$ cat config.mk
export PLATFORM = sky130hd
export DESIGN_NAME = dmem_arbiter_flat
export DESIGN_NICKNAME = d
export VERILOG_FILES = /design/src/rtl/dmem_arbiter_if.sv /design/src/rtl/dmem_arbiter.sv /design/src/flat_wrapper.sv
export SDC_FILE = /design/constraint.sdc
export NUM_CORES = 1
export LEC_CHECK = 0
export ABC_AREA = 1
export CAP_MARGIN = 20
export CORE_MARGIN = 8
export CORE_UTILIZATION = 40
export CTS_CLUSTER_SIZE = 20
export DETAILED_ROUTE_END_ITERATION = 10
export HOLD_SLACK_MARGIN = 0.06
export PLACE_DENSITY = 0.79
export SLEW_MARGIN = 20
export SYNTH_ARGS = -nofsm -noshare
export SYNTH_HDL_FRONTEND = slang
export SYNTH_SLANG_ARGS = --single-unit
$ cat constraint.sdc
create_clock -name clk -period 2.15 [get_ports clk]
set_input_delay 0.43 -clock clk [delete_from_list [all_inputs] [get_ports clk]]
set_output_delay 0.43 -clock clk [all_outputs]
set_load 0.03 [all_outputs]
$ cat src/rtl/dmem_arbiter_if.sv
// Request/response and RAM-side signal bundle for dmem_arbiter.
// The slave side is the arbiter. The master side is the requesters plus the data RAM.
interface dmem_arbiter_if;
  logic        req0, req1;
  logic        we0, we1;
  logic [31:0] addr0, addr1;
  logic [31:0] wdata0, wdata1;
  logic [2:0]  op0, op1;
  logic        gnt0, gnt1;
  logic        rvalid0, rvalid1;
  logic [31:0] rdata0, rdata1;
  logic        err0, err1;
  logic        busy;
  logic        mem_en, mem_we;
  logic [31:0] mem_addr, mem_wdata;
  logic [2:0]  mem_op;
  logic [31:0] mem_rdata;

  modport slave (
    input  req0, req1, we0, we1, addr0, addr1, wdata0, wdata1, op0, op1, mem_rdata,
    output gnt0, gnt1, rvalid0, rvalid1, rdata0, rdata1, err0, err1, busy,
           mem_en, mem_we, mem_addr, mem_wdata, mem_op
  );

  modport master (
    output req0, req1, we0, we1, addr0, addr1, wdata0, wdata1, op0, op1, mem_rdata,
    input  gnt0, gnt1, rvalid0, rvalid1, rdata0, rdata1, err0, err1, busy,
           mem_en, mem_we, mem_addr, mem_wdata, mem_op
  );
endinterface

$ cat src/rtl/dmem_arbiter.sv
// Two-requester arbiter that serialises access to one single-port data RAM.
// It applies alignment checks, and it returns read data RD_LAT cycles after issue.
module dmem_arbiter #(
  parameter int unsigned RD_LAT    = 1,  // 1..7
  parameter bit          PRIO_MODE = 1'b0
) (
  input  logic           clk,
  input  logic           rst,
  dmem_arbiter_if.slave  bus
);

  typedef enum logic [1:0] {IDLE, ISSUE, WAIT} state_t;

  state_t      state_q, state_d;
  logic        last_grant_q, last_grant_d;
  logic        win_q, win_d;
  logic        lat_we_q, lat_we_d;
  logic [31:0] lat_addr_q, lat_addr_d;
  logic [31:0] lat_wdata_q, lat_wdata_d;
  logic [2:0]  lat_op_q, lat_op_d;
  logic [2:0]  cnt_q, cnt_d;
  logic        gnt0_q, gnt0_d, gnt1_q, gnt1_d;
  logic        err0_q, err0_d, err1_q, err1_d;
  logic        rvalid0_q, rvalid0_d, rvalid1_q, rvalid1_d;
  logic [31:0] rdata0_q, rdata0_d, rdata1_q, rdata1_d;
  logic        mem_en_q, mem_en_d, mem_we_q, mem_we_d;

  logic        w;
  logic        sel_we;
  logic [31:0] sel_addr, sel_wdata;
  logic [2:0]  sel_op;

  // Sizes 000/100 take any address, 001/101 need halfword alignment, and 010 needs word alignment.
  function automatic logic op_legal(input logic [2:0] op, input logic [1:0] a);
    case (op)
      3'b000, 3'b100: op_legal = 1'b1;
      3'b001, 3'b101: op_legal = ~a[0];
      3'b010:         op_legal = (a == 2'b00);
      default:        op_legal = 1'b0;
    endcase
  endfunction

  always_comb begin
    // NOTE: every signal gets a default before the case, so no path leaves one unassigned and no latch is inferred.
    state_d      = state_q;
    last_grant_d = last_grant_q;
    win_d        = win_q;
    lat_we_d     = lat_we_q;
    lat_addr_d   = lat_addr_q;
    lat_wdata_d  = lat_wdata_q;
    lat_op_d     = lat_op_q;
    cnt_d        = cnt_q;
    rdata0_d     = rdata0_q;
    rdata1_d     = rdata1_q;
    gnt0_d       = 1'b0;
    gnt1_d       = 1'b0;
    err0_d       = 1'b0;
    err1_d       = 1'b0;
    rvalid0_d    = 1'b0;
    rvalid1_d    = 1'b0;
    mem_en_d     = 1'b0;
    mem_we_d     = 1'b0;

    if (PRIO_MODE)                w = ~bus.req0;
    else if (bus.req0 && bus.req1) w = ~last_grant_q;
    else                          w = bus.req1;

    sel_we    = w ? bus.we1    : bus.we0;
    sel_addr  = w ? bus.addr1  : bus.addr0;
    sel_wdata = w ? bus.wdata1 : bus.wdata0;
    sel_op    = w ? bus.op1    : bus.op0;

    case (state_q)
      IDLE: begin
        if (bus.req0 || bus.req1) begin
          win_d       = w;
          lat_we_d    = sel_we;
          lat_addr_d  = sel_addr;
          lat_wdata_d = sel_wdata;
          lat_op_d    = sel_op;
          if (op_legal(sel_op, sel_addr[1:0])) begin
            // The strobes are registered here so that they are high for exactly the ISSUE cycle.
            state_d  = ISSUE;
            gnt0_d   = ~w;
            gnt1_d   = w;
            mem_en_d = 1'b1;
            mem_we_d = sel_we;
          end else begin
            err0_d = ~w;
            err1_d = w;
          end
        end
      end
      ISSUE: begin
        last_grant_d = win_q;
        if (lat_we_q) begin
          state_d = IDLE;
        end else begin
          state_d = WAIT;
          cnt_d   = 3'd1;
        end
      end
      WAIT: begin
        cnt_d = cnt_q + 3'd1;
        if (cnt_q == 3'(RD_LAT)) begin
          state_d = IDLE;
          if (win_q) begin
            rdata1_d  = bus.mem_rdata;
            rvalid1_d = 1'b1;
          end else begin
            rdata0_d  = bus.mem_rdata;
            rvalid0_d = 1'b1;
          end
        end
      end
      default: state_d = IDLE;
    endcase
  end

  // NOTE: sequential state uses non-blocking assignment only, so every flop samples its pre-edge value.
  always_ff @(posedge clk) begin
    if (rst) begin
      state_q      <= IDLE;
      last_grant_q <= 1'b1;
      win_q        <= 1'b0;
      lat_we_q     <= 1'b0;
      lat_addr_q   <= '0;
      lat_wdata_q  <= '0;
      lat_op_q     <= '0;
      cnt_q        <= '0;
      gnt0_q       <= 1'b0;
      gnt1_q       <= 1'b0;
      err0_q       <= 1'b0;
      err1_q       <= 1'b0;
      rvalid0_q    <= 1'b0;
      rvalid1_q    <= 1'b0;
      rdata0_q     <= '0;
      rdata1_q     <= '0;
      mem_en_q     <= 1'b0;
      mem_we_q     <= 1'b0;
    end else begin
      state_q      <= state_d;
      last_grant_q <= last_grant_d;
      win_q        <= win_d;
      lat_we_q     <= lat_we_d;
      lat_addr_q   <= lat_addr_d;
      lat_wdata_q  <= lat_wdata_d;
      lat_op_q     <= lat_op_d;
      cnt_q        <= cnt_d;
      gnt0_q       <= gnt0_d;
      gnt1_q       <= gnt1_d;
      err0_q       <= err0_d;
      err1_q       <= err1_d;
      rvalid0_q    <= rvalid0_d;
      rvalid1_q    <= rvalid1_d;
      rdata0_q     <= rdata0_d;
      rdata1_q     <= rdata1_d;
      mem_en_q     <= mem_en_d;
      mem_we_q     <= mem_we_d;
    end
  end

  assign bus.gnt0      = gnt0_q;
  assign bus.gnt1      = gnt1_q;
  assign bus.err0      = err0_q;
  assign bus.err1      = err1_q;
  assign bus.rvalid0   = rvalid0_q;
  assign bus.rvalid1   = rvalid1_q;
  assign bus.rdata0    = rdata0_q;
  assign bus.rdata1    = rdata1_q;
  assign bus.busy      = (state_q != IDLE);
  assign bus.mem_en    = mem_en_q;
  assign bus.mem_we    = mem_we_q;
  assign bus.mem_addr  = lat_addr_q;
  assign bus.mem_wdata = lat_wdata_q;
  assign bus.mem_op    = lat_op_q;

endmodule

$ cat src/flat_wrapper.sv
// flat-port wrapper written by rule: the top's interface ports become plain ports
module dmem_arbiter_flat 
#(
  parameter int unsigned RD_LAT    = 1,         
  parameter bit          PRIO_MODE = 1'b0
)
  (clk, rst, bus_req0, bus_req1, bus_we0, bus_we1, bus_addr0, bus_addr1, bus_wdata0, bus_wdata1, bus_op0, bus_op1, bus_mem_rdata, bus_gnt0, bus_gnt1, bus_rvalid0, bus_rvalid1, bus_rdata0, bus_rdata1, bus_err0, bus_err1, bus_busy, bus_mem_en, bus_mem_we, bus_mem_addr, bus_mem_wdata, bus_mem_op);
  dmem_arbiter_if bus_i ();
  input  logic clk;
  input  logic rst;
  input wire logic [$bits(bus_i.req0)-1:0] bus_req0;
  input wire logic [$bits(bus_i.req1)-1:0] bus_req1;
  input wire logic [$bits(bus_i.we0)-1:0] bus_we0;
  input wire logic [$bits(bus_i.we1)-1:0] bus_we1;
  input wire logic [$bits(bus_i.addr0)-1:0] bus_addr0;
  input wire logic [$bits(bus_i.addr1)-1:0] bus_addr1;
  input wire logic [$bits(bus_i.wdata0)-1:0] bus_wdata0;
  input wire logic [$bits(bus_i.wdata1)-1:0] bus_wdata1;
  input wire logic [$bits(bus_i.op0)-1:0] bus_op0;
  input wire logic [$bits(bus_i.op1)-1:0] bus_op1;
  input wire logic [$bits(bus_i.mem_rdata)-1:0] bus_mem_rdata;
  output wire logic [$bits(bus_i.gnt0)-1:0] bus_gnt0;
  output wire logic [$bits(bus_i.gnt1)-1:0] bus_gnt1;
  output wire logic [$bits(bus_i.rvalid0)-1:0] bus_rvalid0;
  output wire logic [$bits(bus_i.rvalid1)-1:0] bus_rvalid1;
  output wire logic [$bits(bus_i.rdata0)-1:0] bus_rdata0;
  output wire logic [$bits(bus_i.rdata1)-1:0] bus_rdata1;
  output wire logic [$bits(bus_i.err0)-1:0] bus_err0;
  output wire logic [$bits(bus_i.err1)-1:0] bus_err1;
  output wire logic [$bits(bus_i.busy)-1:0] bus_busy;
  output wire logic [$bits(bus_i.mem_en)-1:0] bus_mem_en;
  output wire logic [$bits(bus_i.mem_we)-1:0] bus_mem_we;
  output wire logic [$bits(bus_i.mem_addr)-1:0] bus_mem_addr;
  output wire logic [$bits(bus_i.mem_wdata)-1:0] bus_mem_wdata;
  output wire logic [$bits(bus_i.mem_op)-1:0] bus_mem_op;
  assign bus_i.req0 = bus_req0;
  assign bus_i.req1 = bus_req1;
  assign bus_i.we0 = bus_we0;
  assign bus_i.we1 = bus_we1;
  assign bus_i.addr0 = bus_addr0;
  assign bus_i.addr1 = bus_addr1;
  assign bus_i.wdata0 = bus_wdata0;
  assign bus_i.wdata1 = bus_wdata1;
  assign bus_i.op0 = bus_op0;
  assign bus_i.op1 = bus_op1;
  assign bus_i.mem_rdata = bus_mem_rdata;
  assign bus_gnt0 = bus_i.gnt0;
  assign bus_gnt1 = bus_i.gnt1;
  assign bus_rvalid0 = bus_i.rvalid0;
  assign bus_rvalid1 = bus_i.rvalid1;
  assign bus_rdata0 = bus_i.rdata0;
  assign bus_rdata1 = bus_i.rdata1;
  assign bus_err0 = bus_i.err0;
  assign bus_err1 = bus_i.err1;
  assign bus_busy = bus_i.busy;
  assign bus_mem_en = bus_i.mem_en;
  assign bus_mem_we = bus_i.mem_we;
  assign bus_mem_addr = bus_i.mem_addr;
  assign bus_mem_wdata = bus_i.mem_wdata;
  assign bus_mem_op = bus_i.mem_op;
  dmem_arbiter #(.RD_LAT(RD_LAT), .PRIO_MODE(PRIO_MODE)) u_core (.clk(clk), .rst(rst), .bus(bus_i));
endmodule
# [Yosys cells after proc, flatten, opt, wreduce, memory -nomap -nowiden]
# Index checks and enable logic that the tools add are counted.
[word_totals] regBits=147 latchBits=0 mem_bits_rw=0 rom_bits=0 inputBits=172 out_inout_bits=140 wordCells=75 memories=0
[classes] n_addsub=1 mul=0 div=0 n_lt_le_gt_ge=0 eq_ne=11 shifts=0 mux=18 bitwise=9 reduce_logical=18
[ops] cell="$mux 32" n=2
[ops] cell="$not 1->1" n=9
[ops] cell="$reduce_and 3->1" n=3
[ops] cell="$mux 2" n=4
[ops] cell="$reduce_or 4->1" n=2
[ops] cell="$mux 1" n=7
[ops] cell="$eq 3x1->1 const B" n=2
[ops] cell="$eq 3x3->1 const B" n=2
[ops] cell="$mux 3" n=2
[ops] cell="$ne 2x1->1 const B" n=3
[ops] cell="$pmux 2 s3" n=1
[ops] cell="$pmux 3 s2" n=1
[ops] cell="$reduce_or 3->1" n=2
[ops] cell="$logic_not 2->1" n=2
[ops] cell="$reduce_and 2->1" n=2
[ops] cell="$reduce_bool 2->1" n=2
[ops] cell="$reduce_or 2->1" n=2
[ops] cell="$add 3x1->3 const B" n=1
[ops] cell="$eq 3x2->1 const B" n=1
[ops] cell="$logic_not 3->1" n=1
[ops] cell="$pmux 1 s3" n=1
[ops] cell="$eq 2x1->1 const B" n=1
[ops] cell="$eq 2x2->1 const B" n=1
[ops] cell="$ne 2x2->1 const B" n=1
[ops] cell="2 further kinds" n=2

# [Logic depth before layout (Yosys ltp)]
[logic_depth] ltp_word=11 ltp_mapped=9 mapped_depth_nobuf=9

# [Least setup slack after synthesis]
# OpenSTA, ideal clock, no wires.
[synth_timing] kind="input to register" start="in bus_req1" end="reg u_core.lat_wdata_q[24] (netlist: u_core.bus.mem_wdata[24])" setup_time_ps=132 t_arrival_ps=1399 t_required_ps=2018 path_slack_ps=619 stages=9 path_buffers=3 cell_sequence="buf_2 > o21ai_4 > inv_2 > buf_4 > buf_6 > o21ai_1 > inv_2 > o21ai_1 > a21oi_1"
[synth_via] elab_chain_cells=3 word_cells_on_any_way=5 cone_classes="2 x mux; 3 x reduce/logical"
[synth_lines] element="start: declaration" line="flat_wrapper.sv:12" source="input wire logic [$bits(bus_i.req1)-1:0] bus_req1;"
[synth_lines] element="$logic_and 1x1->1" line="dmem_arbiter.sv:65" source="else if (bus.req0 && bus.req1) w = ~last_grant_q;"
[synth_lines] element="$mux 1" line="dmem_arbiter.sv:65"
[synth_lines] element="$mux 32" line="dmem_arbiter.sv:70" source="sel_wdata = w ? bus.wdata1 : bus.wdata0;"
[synth_lines] element="end signal: assignment" line="dmem_arbiter.sv:147" source="lat_wdata_q <= lat_wdata_d;"
[synth_lines] element="end: declaration" line="dmem_arbiter.sv:19" source="logic [31:0] lat_wdata_q, lat_wdata_d;"
# Parallel ways exist; a longest one is shown, timed or not.
# A chain may end at the register's enable or synchronous reset.

# [Worst setup path in the final report]
[layout_timing] start="reg u_core.lat_addr_q[0] (netlist: u_core.bus.mem_addr[0])" end="out bus_mem_addr[0]"
[layout_rtl] element="start: declaration" line="dmem_arbiter.sv:18" source="logic [31:0] lat_addr_q, lat_addr_d;"
[layout_rtl] element="start signal: assignment" line="dmem_arbiter.sv:146" source="lat_addr_q <= lat_addr_d;"
[layout_rtl] element="end: declaration" line="flat_wrapper.sv:33" source="output wire logic [$bits(bus_i.mem_addr)-1:0] bus_mem_addr;"
# No word-level cell between the ends.

==> results.yml <==
placement:
  placed_cell_area_mm2: 0.00912
  io_buffers: 311
  hpwlAfterDp_um: 16000
  place_congestion: 0.853
setup_path:
  setup.worst_path.start_class: "register"
  cp.arrival_ns: 1.50
  crit_chain: "clkdlybuf4s50_1"
  critPathKind: "reg -> out"
  cp_num_buf_inv: 1
  cpPeakStageDelay_ns: 0.74
  cpMaxStageDelayCell: "clkdlybuf4s50_1"
  end_kind: "output pin"
  crit_family: "buffers and inverters"
  required_ns: 1.72
  worst-path-max-fanout: 2
clocking:
  h-tree-depth: 4
  cts_buffers: 17
  cts.path.max_buffers: 2
  clock_latency_ns: 0.41
  cts_root_buffer: "clkbuf_16"
  cts_tree: "built"
  cts_sinks: 147
  clkTransAtPathRegs_ns: 0.06
yosys:
  synth_edf_count: 0
  ys_ff_latch: 147
  synth.distinct_cells: 27
  ys_async_sr_fraction: 0
  yosys-top-cells-area: "dfxtp_1 50%, o21ai_1 10%, a21oi_1 8.4%"
  yosysMostFrequentCell: "dfxtp_1"
  synthTopCellsByCount: "147 x dfxtp_1, 120 x o21ai_1, 116 x nand2_1"
  yosysWarnings: 0
  netlist_instances: 794
  syn_area_per_cell_um2: 7.43
  synth_fp_nets: 968
  synth-main-ff-cell: "dfxtp_1"
  synth.cell_area_mm2: 0.00590
  yosysSeqAreaShare: 0.499
  synth.largest_area_cell: "dfxtp_1"
  synth_top_area_share: 0.499
detailed_routing:
  post-route-drc-count: 0
  wire_per_inst_um: 17.2
  viasPerCell: 4.96
  drt-initial-drc-count: 351
  drtAntennaViolNets: 0
  drt-total-wl_um: 22000
  first_pass_iters: 5
  routed-via-count: 6349
sta:
  slew_headroom: 0.543
  finalSetupViolations: 0
  fin_worst_skew_ns: 0.00851
  worst_slew_pin_slew_ns: 0.686
  hold_viol: 0
  fin_crit_sh: 0.897
  period_minus_slack_ns: 1.93
  grt_setup_unrepaired: "no"
  tns_ns: 0
  maxSlewViolCount: 0
  fmax_ghz: 0.519
pwr:
  p_leak_uw: 0.00379
  power.density_mw_per_mm2: 801
  vdd_ir_drop_max_mv: 0.530
global_route:
  grt_antenna_before_repair: 2
  grt-ovfl-total: 0
  grt_pass1_wl_um: 33400
  grt_max_degree: 64
  first_global_vias: 6037
  grt_use_total: 0.228
cells_and_area:
  fill_cells: 1233
  final_nets: 1258
  drive_above_1_share: 0.0840
  fin_area_mm2: 0.00971
  area_growth_pct: 64.6
  final_util: 0.671
die:
  initial_utilization: 0.408
  io-pin-count: 312
  std_cell_rows: 44
  die_h_um: 137
  dieArea_mm2: 0.0189
  core_area_mm2: 0.0145
  die_w_um: 137
hold_path:
  hold_path_class: "in -> reg"
run_status:
  status: "finished, final reports clean"
run:
  drv_cap: 0
-- final timing paths --
check                                                    startpoint                            endpoint  slack, ns  depth (start not counted)
worst max-delay path            u_core.bus.mem_addr[0]$_SDFFE_PP0P_                     bus_mem_addr[0]       0.22                          1
worst min-delay path                                            rst    u_core.last_grant_q$_SDFFE_PP1P_       0.35                          3
worst max register to register         u_core.cnt_q[0]$_SDFFE_PP0P_  u_core.bus.rdata0[31]$_SDFFE_PP0P_       0.35                          7
worst min register to register   u_core.bus.rdata1[14]$_SDFFE_PP0P_  u_core.bus.rdata1[14]$_SDFFE_PP0P_       0.46                          2
-- final cells by class --
type,count,area [um2],share of cell area
Multi-Input combinational cell,510,2380,0.245
Clock inverter,11,138,0.0142
Antenna cell,2,5.00,0.000515
Tap cell,184,230,0.0237
Timing Repair Buffer,330,3280,0.338
Clock buffer,19,443,0.0456
Sequential cell,147,2940,0.303
Inverter,78,293,0.0301
-- layout by cell type, fill, tap and decap left out, types with 2 or more instances in the layout --
cell type	Yosys	layout
clkdlybuf4s50_1	0	309
dfxtp_1	147	147
o21ai_1	120	120
nand2_1	116	116
a21oi_1	99	99
nor2_1	75	75
o21ai_0	45	45
inv_1	42	42
nand3_1	37	37
inv_2	36	36
buf_4	4	18
clkbuf_16	0	17
clkinv_2	0	6
a31oi_1	4	4
bufinv_16	0	3
diode_2	0	2
nor2_4	2	2
nand2_2	2	2
ha_1	2	2
clkinv_4	0	2
buf_12	0	2
-- sequential cells by signal, summed over array words and instances, names as in the netlist, 2 cells and up --
name and flops:
u_core.state_q 2, u_core.bus.mem_wdata 32, u_core.bus.rdata1 32, u_core.bus.mem_op 3, u_core.bus.rdata0 32, u_core.bus.mem_addr 32, u_core.cnt_q 3
-- kinds of logic (layout without fill, tap and decap cells) --
logic type,count (synthesis),count (layout),synth area share
AOI/OAI and AO/OA,273,273,0.236
adders and majority gates,2,2,0.00424
buffers and inverters,137,438,0.0980
DFF,147,147,0.499
muxes,1,1,0.00170
other,0,2,0
and+or+nand+nor,234,234,0.161
-- through the flow --
| stage | setup WS, ns | instances | hold WS, ns | power [uW] |
|---|---|---|---|---|
| 6_report | 0.221 | 1281 | 0.350 | 7780 |
| 5_1_grt | 0.116 | 1281 | 0.370 | 8150 |
| 4_1_cts | 0.0261 | 1279 | 0.327 | 7840 |
| 3_5_place_dp | -0.0123 | 1249 | 0.453 | 4880 |
| 3_3_place_gp | 0.0383 | 1249 | 0.448 | 4870 |
| 2_1_floorplan | 0.619 | 794 | 0.441 | 4020 |
-- power by group --
part	internal (uW)	leakage, uW	switching, uW
Clock	1830	0.000292	1120
Sequential	2910	0.00120	101
Combinational	809	0.00230	1010
Total	5550	0.00379	2230
-- layer usage --
metal | up-vias | share of wire | GRT usage | routed length (um)
li1 | 3194 | - | - | -
met1 | 2857 | 0.37 | 0.255 | 8230
met2 | 270 | 0.48 | 0.371 | 10600
met3 | 28 | 0.13 | 0.109 | 2800
met4 | 0 | 0.019 | 0.0857 | 416
met5 | - | 0 | 0 | 0
-- what timing repair did --
item / CTS / global route
hold endpoints to repair: 0 / 0
hold buffers: 0 / 0
setup buffers: 0 / 0
resized for setup: 0 / 1
setup endpoints to repair: 0 / 1
Power figures use the tool's default switching activity.
